`src/rtl/sira_istatistik_birimi_pkg.sv`:
```
// Shared types and constants for the order-statistic (rank) filter.
package sira_istatistik_birimi_pkg;

  typedef enum logic {
    KIP_BLOK  = 1'b0,
    KIP_KAYAN = 1'b1
  } kip_e;

  localparam int PIXEL_BIT_VARSAYILAN = 8;
  localparam int PENCERE_VARSAYILAN   = 9;

  function automatic int sayac_genisligi(input int pencere);
    return $clog2(pencere + 1);
  endfunction

endpackage

```
`src/rtl/sira_istatistik_birimi_sirali_dizi.sv`:
```
// Insertion-sorted sample array: removes one matching entry and inserts a new one in the same cycle.
// sirali_o shows the contents as they will be after the current edge.
module sirali_dizi
  import sira_istatistik_birimi_pkg::*;
#(
  parameter int PIXEL_BIT = PIXEL_BIT_VARSAYILAN,
  parameter int PENCERE   = PENCERE_VARSAYILAN
) (
  input  logic                         clk_i,
  input  logic                         rst_i,
  input  logic                         bosalt_i,
  input  logic                         ekle_i,
  input  logic                         sil_i,
  input  logic [PIXEL_BIT-1:0]         sil_deger_i,
  input  logic [PIXEL_BIT-1:0]         yeni_deger_i,
  output logic [PENCERE*PIXEL_BIT-1:0] sirali_o
);

  logic [PIXEL_BIT-1:0] dizi_q   [PENCERE];
  logic [PENCERE-1:0]   gecerli_q;
  logic [PIXEL_BIT-1:0] dizi_d   [PENCERE];
  logic [PENCERE-1:0]   gecerli_d;

  logic [PIXEL_BIT-1:0] ham      [PENCERE+1];
  logic [PENCERE:0]     ham_g;
  logic [PIXEL_BIT-1:0] silinmis [PENCERE];
  logic [PENCERE-1:0]   silinmis_g;
  logic [PIXEL_BIT-1:0] kaydir   [PENCERE];
  logic [PENCERE-1:0]   kaydir_g;
  logic [PENCERE:0]     kucuk_esit;
  logic                 bulundu;

  // Removal: every entry at or above the first match takes its upper neighbour.
  always_comb begin
    bulundu       = 1'b0;
    ham[PENCERE]  = '0;
    ham_g[PENCERE] = 1'b0;
    for (int i = 0; i < PENCERE; i++) begin
      ham[i]   = dizi_q[i];
      ham_g[i] = gecerli_q[i];
    end
    for (int i = 0; i < PENCERE; i++) begin
      silinmis[i]   = ham[i];
      silinmis_g[i] = ham_g[i];
      if (sil_i) begin
        if (!bulundu && ham_g[i] && (ham[i] == sil_deger_i)) begin
          bulundu = 1'b1;
        end
        if (bulundu) begin
          silinmis[i]   = ham[i+1];
          silinmis_g[i] = ham_g[i+1];
        end
      end
    end
  end

  // Insertion after all entries <= new value keeps equal samples in arrival order.
  always_comb begin
    kucuk_esit[0] = 1'b1;
    kaydir[0]     = '0;
    kaydir_g[0]   = 1'b0;
    for (int i = 0; i < PENCERE; i++) begin
      kucuk_esit[i+1] = silinmis_g[i] && (silinmis[i] <= yeni_deger_i);
    end
    for (int i = 1; i < PENCERE; i++) begin
      kaydir[i]   = silinmis[i-1];
      kaydir_g[i] = silinmis_g[i-1];
    end
    for (int i = 0; i < PENCERE; i++) begin
      if (!ekle_i || kucuk_esit[i+1]) begin
        dizi_d[i]    = silinmis[i];
        gecerli_d[i] = silinmis_g[i];
      end else if (kucuk_esit[i]) begin
        dizi_d[i]    = yeni_deger_i;
        gecerli_d[i] = 1'b1;
      end else begin
        dizi_d[i]    = kaydir[i];
        gecerli_d[i] = kaydir_g[i];
      end
    end
  end

  always_comb begin
    sirali_o = '0;
    for (int i = 0; i < PENCERE; i++) begin
      sirali_o[i*PIXEL_BIT +: PIXEL_BIT] = dizi_d[i];
    end
  end

  always_ff @(posedge clk_i) begin
    if (rst_i || bosalt_i) begin
      gecerli_q <= '0;
    end else begin
      gecerli_q <= gecerli_d;
    end
    for (int i = 0; i < PENCERE; i++) begin
      dizi_q[i] <= dizi_d[i];
    end
  end

endmodule

```
`src/rtl/sira_istatistik_birimi.sv`:
```
// Order-statistic filter top: sample count, mode latch, history ring, rank clamp and result register.
// Block mode yields one result per window; sliding mode yields one per sample once full.
module sira_istatistik_birimi
  import sira_istatistik_birimi_pkg::*;
#(
  parameter int PIXEL_BIT = PIXEL_BIT_VARSAYILAN,
  parameter int PENCERE   = PENCERE_VARSAYILAN,
  parameter int SIRA_BIT  = $clog2(PENCERE)
) (
  input  logic                 clk_i,
  input  logic                 rst_i,
  input  logic                 etkin_i,
  input  logic [PIXEL_BIT-1:0] sayi_i,
  input  logic [SIRA_BIT-1:0]  sira_i,
  input  logic                 kip_i,
  input  logic                 temizle_i,
  output logic [PIXEL_BIT-1:0] sonuc_o,
  output logic                 hazir_o,
  output logic                 dolu_o
);

  localparam int SAYAC_W = sayac_genisligi(PENCERE);
  localparam int PTR_W   = $clog2(PENCERE);
  localparam logic [SAYAC_W-1:0]  SAYAC_DOLU = SAYAC_W'(PENCERE);
  localparam logic [SAYAC_W-1:0]  SAYAC_SON  = SAYAC_W'(PENCERE - 1);
  localparam logic [PTR_W-1:0]    PTR_SON    = PTR_W'(PENCERE - 1);
  localparam logic [SIRA_BIT-1:0] SIRA_SON   = SIRA_BIT'(PENCERE - 1);

  function automatic logic [SIRA_BIT-1:0] sira_sikistir(input logic [SIRA_BIT-1:0] s);
    return (s > SIRA_SON) ? SIRA_SON : s;
  endfunction

  logic [SAYAC_W-1:0]         sayac_q, sayac_d;
  kip_e                       kip_q, kip_d;
  logic [PTR_W-1:0]           ptr_q, ptr_d;
  logic [PIXEL_BIT-1:0]       tarihce_q [PENCERE];
  logic [PIXEL_BIT-1:0]       sonuc_q, sonuc_d;
  logic                       hazir_q, hazir_d;
  logic                       dolu_q, dolu_d;

  logic                       kabul;
  logic                       son_ornek;
  logic                       kayan_tam;
  logic                       tamamla_blok;
  logic [SIRA_BIT-1:0]        sira_w;
  logic [PENCERE*PIXEL_BIT-1:0] sirali_w;

  // In sliding mode the write pointer slot holds the oldest sample once the ring is full.
  sirali_dizi #(
    .PIXEL_BIT (PIXEL_BIT),
    .PENCERE   (PENCERE)
  ) u_sirali_dizi (
    .clk_i        (clk_i),
    .rst_i        (rst_i),
    .bosalt_i     (temizle_i || tamamla_blok),
    .ekle_i       (kabul),
    .sil_i        (kayan_tam),
    .sil_deger_i  (tarihce_q[ptr_q]),
    .yeni_deger_i (sayi_i),
    .sirali_o     (sirali_w)
  );

  always_comb begin
    kabul        = etkin_i && !temizle_i;
    son_ornek    = kabul && (sayac_q == SAYAC_SON);
    kayan_tam    = kabul && (sayac_q == SAYAC_DOLU);
    tamamla_blok = son_ornek && (kip_q == KIP_BLOK);
    sira_w       = sira_sikistir(sira_i);

    sayac_d = sayac_q;
    kip_d   = kip_q;
    ptr_d   = ptr_q;
    if (temizle_i) begin
      sayac_d = '0;
      ptr_d   = '0;
    end else if (kabul) begin
      if (sayac_q == '0) begin
        kip_d = kip_e'(kip_i);
      end
      ptr_d = (ptr_q == PTR_SON) ? '0 : ptr_q + 1'b1;
      if (tamamla_blok) begin
        sayac_d = '0;
      end else if (!kayan_tam) begin
        sayac_d = sayac_q + 1'b1;
      end
    end

    hazir_d = son_ornek || kayan_tam;
    dolu_d  = (sayac_d == SAYAC_DOLU) || tamamla_blok;
    sonuc_d = hazir_d ? sirali_w[int'(sira_w)*PIXEL_BIT +: PIXEL_BIT] : sonuc_q;
  end

  always_ff @(posedge clk_i) begin
    if (rst_i) begin
      sayac_q <= '0;
      kip_q   <= KIP_BLOK;
      ptr_q   <= '0;
      sonuc_q <= '0;
      hazir_q <= 1'b0;
      dolu_q  <= 1'b0;
      for (int i = 0; i < PENCERE; i++) begin
        tarihce_q[i] <= '0;
      end
    end else begin
      sayac_q <= sayac_d;
      kip_q   <= kip_d;
      ptr_q   <= ptr_d;
      sonuc_q <= sonuc_d;
      hazir_q <= hazir_d;
      dolu_q  <= dolu_d;
      if (kabul) begin
        tarihce_q[ptr_q] <= sayi_i;
      end
    end
  end

  assign sonuc_o = sonuc_q;
  assign hazir_o = hazir_q;
  assign dolu_o  = dolu_q;

endmodule

```
`config.mk`:
```
export PLATFORM = sky130hd
export DESIGN_NAME = sira_istatistik_birimi
export DESIGN_NICKNAME = d
export VERILOG_FILES = /design/src/rtl/sira_istatistik_birimi_pkg.sv /design/src/rtl/sira_istatistik_birimi_sirali_dizi.sv /design/src/rtl/sira_istatistik_birimi.sv
export SDC_FILE = /design/constraint.sdc
export NUM_CORES = 1
export LEC_CHECK = 0
export BUFFER_PORTS_ARGS = -buffer_cell sky130_fd_sc_hd__buf_4
export CORE_ASPECT_RATIO = 0.7
export CORE_MARGIN = 2
export CORE_UTILIZATION = 50
export CTS_BUF_LIST = sky130_fd_sc_hd__clkbuf_4 sky130_fd_sc_hd__clkbuf_8
export CTS_CLUSTER_DIAMETER = 40
export DETAILED_ROUTE_END_ITERATION = 10
export PLACE_DENSITY_LB_ADDON = 0.15
export SYNTH_ARGS = -nofsm -noshare
export SYNTH_HDL_FRONTEND = slang
export SYNTH_HIERARCHICAL = 1
export SYNTH_SLANG_ARGS = --single-unit
```
`constraint.sdc`:
```
create_clock -name clk_i -period 7.16 [get_ports clk_i]
set_input_delay 1.432 -clock clk_i [delete_from_list [all_inputs] [get_ports clk_i]]
set_output_delay 1.432 -clock clk_i [all_outputs]
set_load 0.01 [all_outputs]
```
==> results.yml <==
cells_and_area:
  fin_cells: 1652
  nets: 1347
  final_layout_size_suffix_gt1_share_pct: 23.7
  n_antenna_cell: 0
  synthToLayoutAreaGrowth_pct: 8.82
critical_path:
  r2r_cells: 23
  path_class: "register to register"
  cpMostUsedCell: "o21a_1"
  crit_chain: "buf_12 -> mux4_1 -> mux4_2 -> xor2_1 -> nor4_1 -> nand4_1 -> a31o_4 -> nand2_4 -> mux2_2 -> ha_1 -> nor2b_1 -> o21a_1 -> o21a_1 -> o21a_1 -> o21bai_1 -> a21oi_1 -> or2_2 -> nand2_8 -> mux2_2 -> mux4_2 -> and3_1 -> a21oi_1 -> a311oi_1"
  cp_slowest_cell: "mux4_2"
  cp_max_fo: 23
  rrSetupSlack_ns: 0.26
  crit_family: "multiplexers"
  worst_setup_path_end_kind: "register"
  crit_buf_inv: 1
  cp.arrival_ns: 7.32
  critPathLaunchType: "register"
  rr_endpoint: "sonuc_o[7]"
  max_stage_delay_ns: 0.67
  cp.required_ns: 7.59
floorplan:
  boundaryPins: 27
  num_rows: 51
  start_util_pct: 51.2
  die_h_um: 146
  die-width_um: 206
  die_area_sq_um: 30100
  core_area_sq_um: 28000
timing:
  fin_crit_sh_pct: 96.3
  drv_slew: 0
  max_freq_mhz: 145
  max_slew.worst_pin.slew_ns: 0.971
  relSlewSlack_pct: 35.0
  skew_ns: 0.0255
  setup_viol: 0
  min_period_ns: 6.90
  final_hold_viol_count: 0
logic_synthesis:
  ys.flop_type: "edfxtp_1"
  yosys_warnings: 6
  yosysTopAreaCell: "edfxtp_1"
  synth_edf_count: 128
  postSynthAreaPerCell_sq_um: 11.7
  syn-num-nets: 1323
  yosysMostFrequentCell: "edfxtp_1"
  async_reset_ff_share_pct: 0
  ys_top_cells_by_area: "edfxtp_1 27%, dfxtp_1 15%, mux2_2 7.6%, ha_1 6.9%, mux4_2 5.7%"
  synth-seq-area-share_pct: 41.3
  synth_top_area_share_pct: 26.8
  ys_top_cells_by_count: "128 x edfxtp_1, 104 x dfxtp_1, 97 x mux2_2"
  synthDistinctLibCells: 77
  syn_area_sq_um: 14300
  synthCells: 1227
  synth_seq_cells: 232
drt:
  drt-total-wl_um: 44900
  dr.pass1.iters: 5
  drtIter0Drc: 1316
  vias: 10500
  drc: 0
  ant_nets: 0
  routed_via_density: 6.38
  detail_route.wl_per_cell_um: 27.2
grt:
  grt_first_pass_wirelength_um: 65800
  antenna_found_initial: 0
  grt_pass1_vias: 9980
  globalRouteTotalUtil_pct: 29.9
  grt_overflow: 0
  grt_max_degree: 49
clock_network:
  cts_made_buffers: 40
  htreeDepth: 2
  worst_skew_pair.late_latency_ns: 0.57
  clock_path_buffers: 3
  cts_tree: "built"
  path_clk_slew_ns: 0.06
  clockRootBuffer: "clkbuf_8"
  clock_sinks: 232
run_status:
  status: "finished clean"
min_path:
  min_path_cells: 2
  hp-start: "kip_q"
  whs_endpoint: "kip_q"
  hold_class: "register to register"
placement:
  place_congestion: 0.922
  post-dp-hpwl_um: 31400
  portBuffers: 26
  dp.cells: 1577
power_and_ir_drop:
  power.density_nw_per_um2: 283
  p_total_mw: 4.41
  cellLeakagePower_nw: 6.16
  vdd_drop_max_v: 0.000168
flow_run:
  cap_violations: 0
[metrics by stage]
stage / util, % / hold WS (ns) / worst slack (ns) / instance area [sq um] / setup TNS (ns)
floorplan: - / 0.464 / 0.869 / 14300 / 0
global placement: 52.6 / 0.482 / 0.346 / 14700 / 0
detailed placement: 52.6 / 0.499 / 0.291 / 14700 / 0
CTS: 55.5 / 0.514 / 0.257 / 15600 / 0
global route: 55.7 / 0.527 / -0.00216 / 15600 / -0.00216
finish: 55.7 / 0.505 / 0.262 / 15600 / 0
[worst max path at each step]
stage | cells after the start | slack (ns) | start | end
after floorplan | 29 | 0.87 | etkin_i | sonuc_o[5]
after global placement | 23 | 0.35 | register | sonuc_o[6]
after detailed placement | 23 | 0.29 | register | sonuc_o[5]
after CTS | 23 | 0.26 | register | sonuc_o[7]
after global routing | 25 | -0.002 | register | sonuc_o[3]
final | 23 | 0.26 | register | sonuc_o[7]
[layout by cell type, fill, tap and decap left out, types with 4 or more instances in the layout]
cell / Yosys / final
o21a_1: 17 / 17
and2_1: 75 / 75
mux4_1: 14 / 14
edfxtp_1: 128 / 128
clkbuf_8: 0 / 41
nor2_1: 52 / 51
nand2b_1: 13 / 13
xor2_1: 58 / 58
nor3b_1: 4 / 4
dfxtp_1: 104 / 103
a21oi_1: 53 / 53
nor3_2: 4 / 4
nor4_1: 7 / 7
ha_1: 79 / 79
mux4_2: 36 / 36
o21ai_0: 33 / 33
a31oi_1: 15 / 15
and3_1: 12 / 12
nand2_1: 63 / 62
mux2_2: 97 / 97
buf_4: 11 / 42
inv_1: 33 / 33
clkinv_1: 0 / 7
xnor2_1: 18 / 18
nand3_1: 24 / 24
nor3_1: 14 / 14
a21o_1: 18 / 18
clkinv_2: 0 / 5
a311oi_1: 7 / 7
or2_2: 9 / 10
mux2i_1: 52 / 52
mux2_4: 10 / 10
clkbuf_4: 0 / 13
or3_1: 10 / 10
nand4_1: 14 / 14
nor2b_1: 14 / 13
o221ai_2: 5 / 5
o211ai_1: 8 / 8
o22ai_1: 15 / 15
[sequential cells by signal (all words and copies together), names as in the netlist, named ones only]
register / count
u_sirali_dizi/dizi_q: 72
sonuc_o: 8
sayac_q: 4
u_sirali_dizi/gecerli_q: 9
hazir_o: 1
dolu_o: 1
tarihce_q: 128
ptr_q: 4
kip_q: 1
[cells by family (layout without fill, tap and decap cells)]
logic type | Yosys count | after routing | synth area share [%]
compound gates | 202 | 202 | 9.82
simple gates | 327 | 327 | 12.5
xor+xnor | 77 | 77 | 4.75
mux | 212 | 213 | 20.8
flops | 232 | 232 | 41.3
fa+ha+maj | 79 | 79 | 6.89
buf+inv | 98 | 151 | 3.89
[timing repair]
item                                    in CTS  in global routing
resized for setup                            0                  6
setup buffers                                0                  2
hold buffers                                 0                  0
endpoints found under the setup margin       0                  8
[cell type report]
type	instances	area [sq um]
clock inverter	18	164
tap	371	464
clock buffer	54	662
sequential	232	5930
timing repair buffer	45	375
inverter	34	128
multi-input combinational	898	7890
fill	2370	12400
[power breakdown]
| group | switching [mW] | total, mW | internal, mW |
|---|---|---|---|
| registers | 0.224 | 1.79 | 1.56 |
| clock network | 0.581 | 1.29 | 0.711 |
| logic | 0.752 | 1.33 | 0.581 |
[worst min-delay path: cells and delay by family (launching register included)]
kind	cells	cell delay, ns
muxes	1	0.07
and+or+nand+nor	1	0.08
DFF	1	0.32
[layer usage]
metal | routed length, um | GRT usage (%)
met5 | 0 | 0
met4 | 929 | 7.43
met3 | 5380 | 10.0
met2 | 17300 | 37.9
met1 | 21300 | 47.5
No activity file was read; power rests on OpenSTA's default activity.
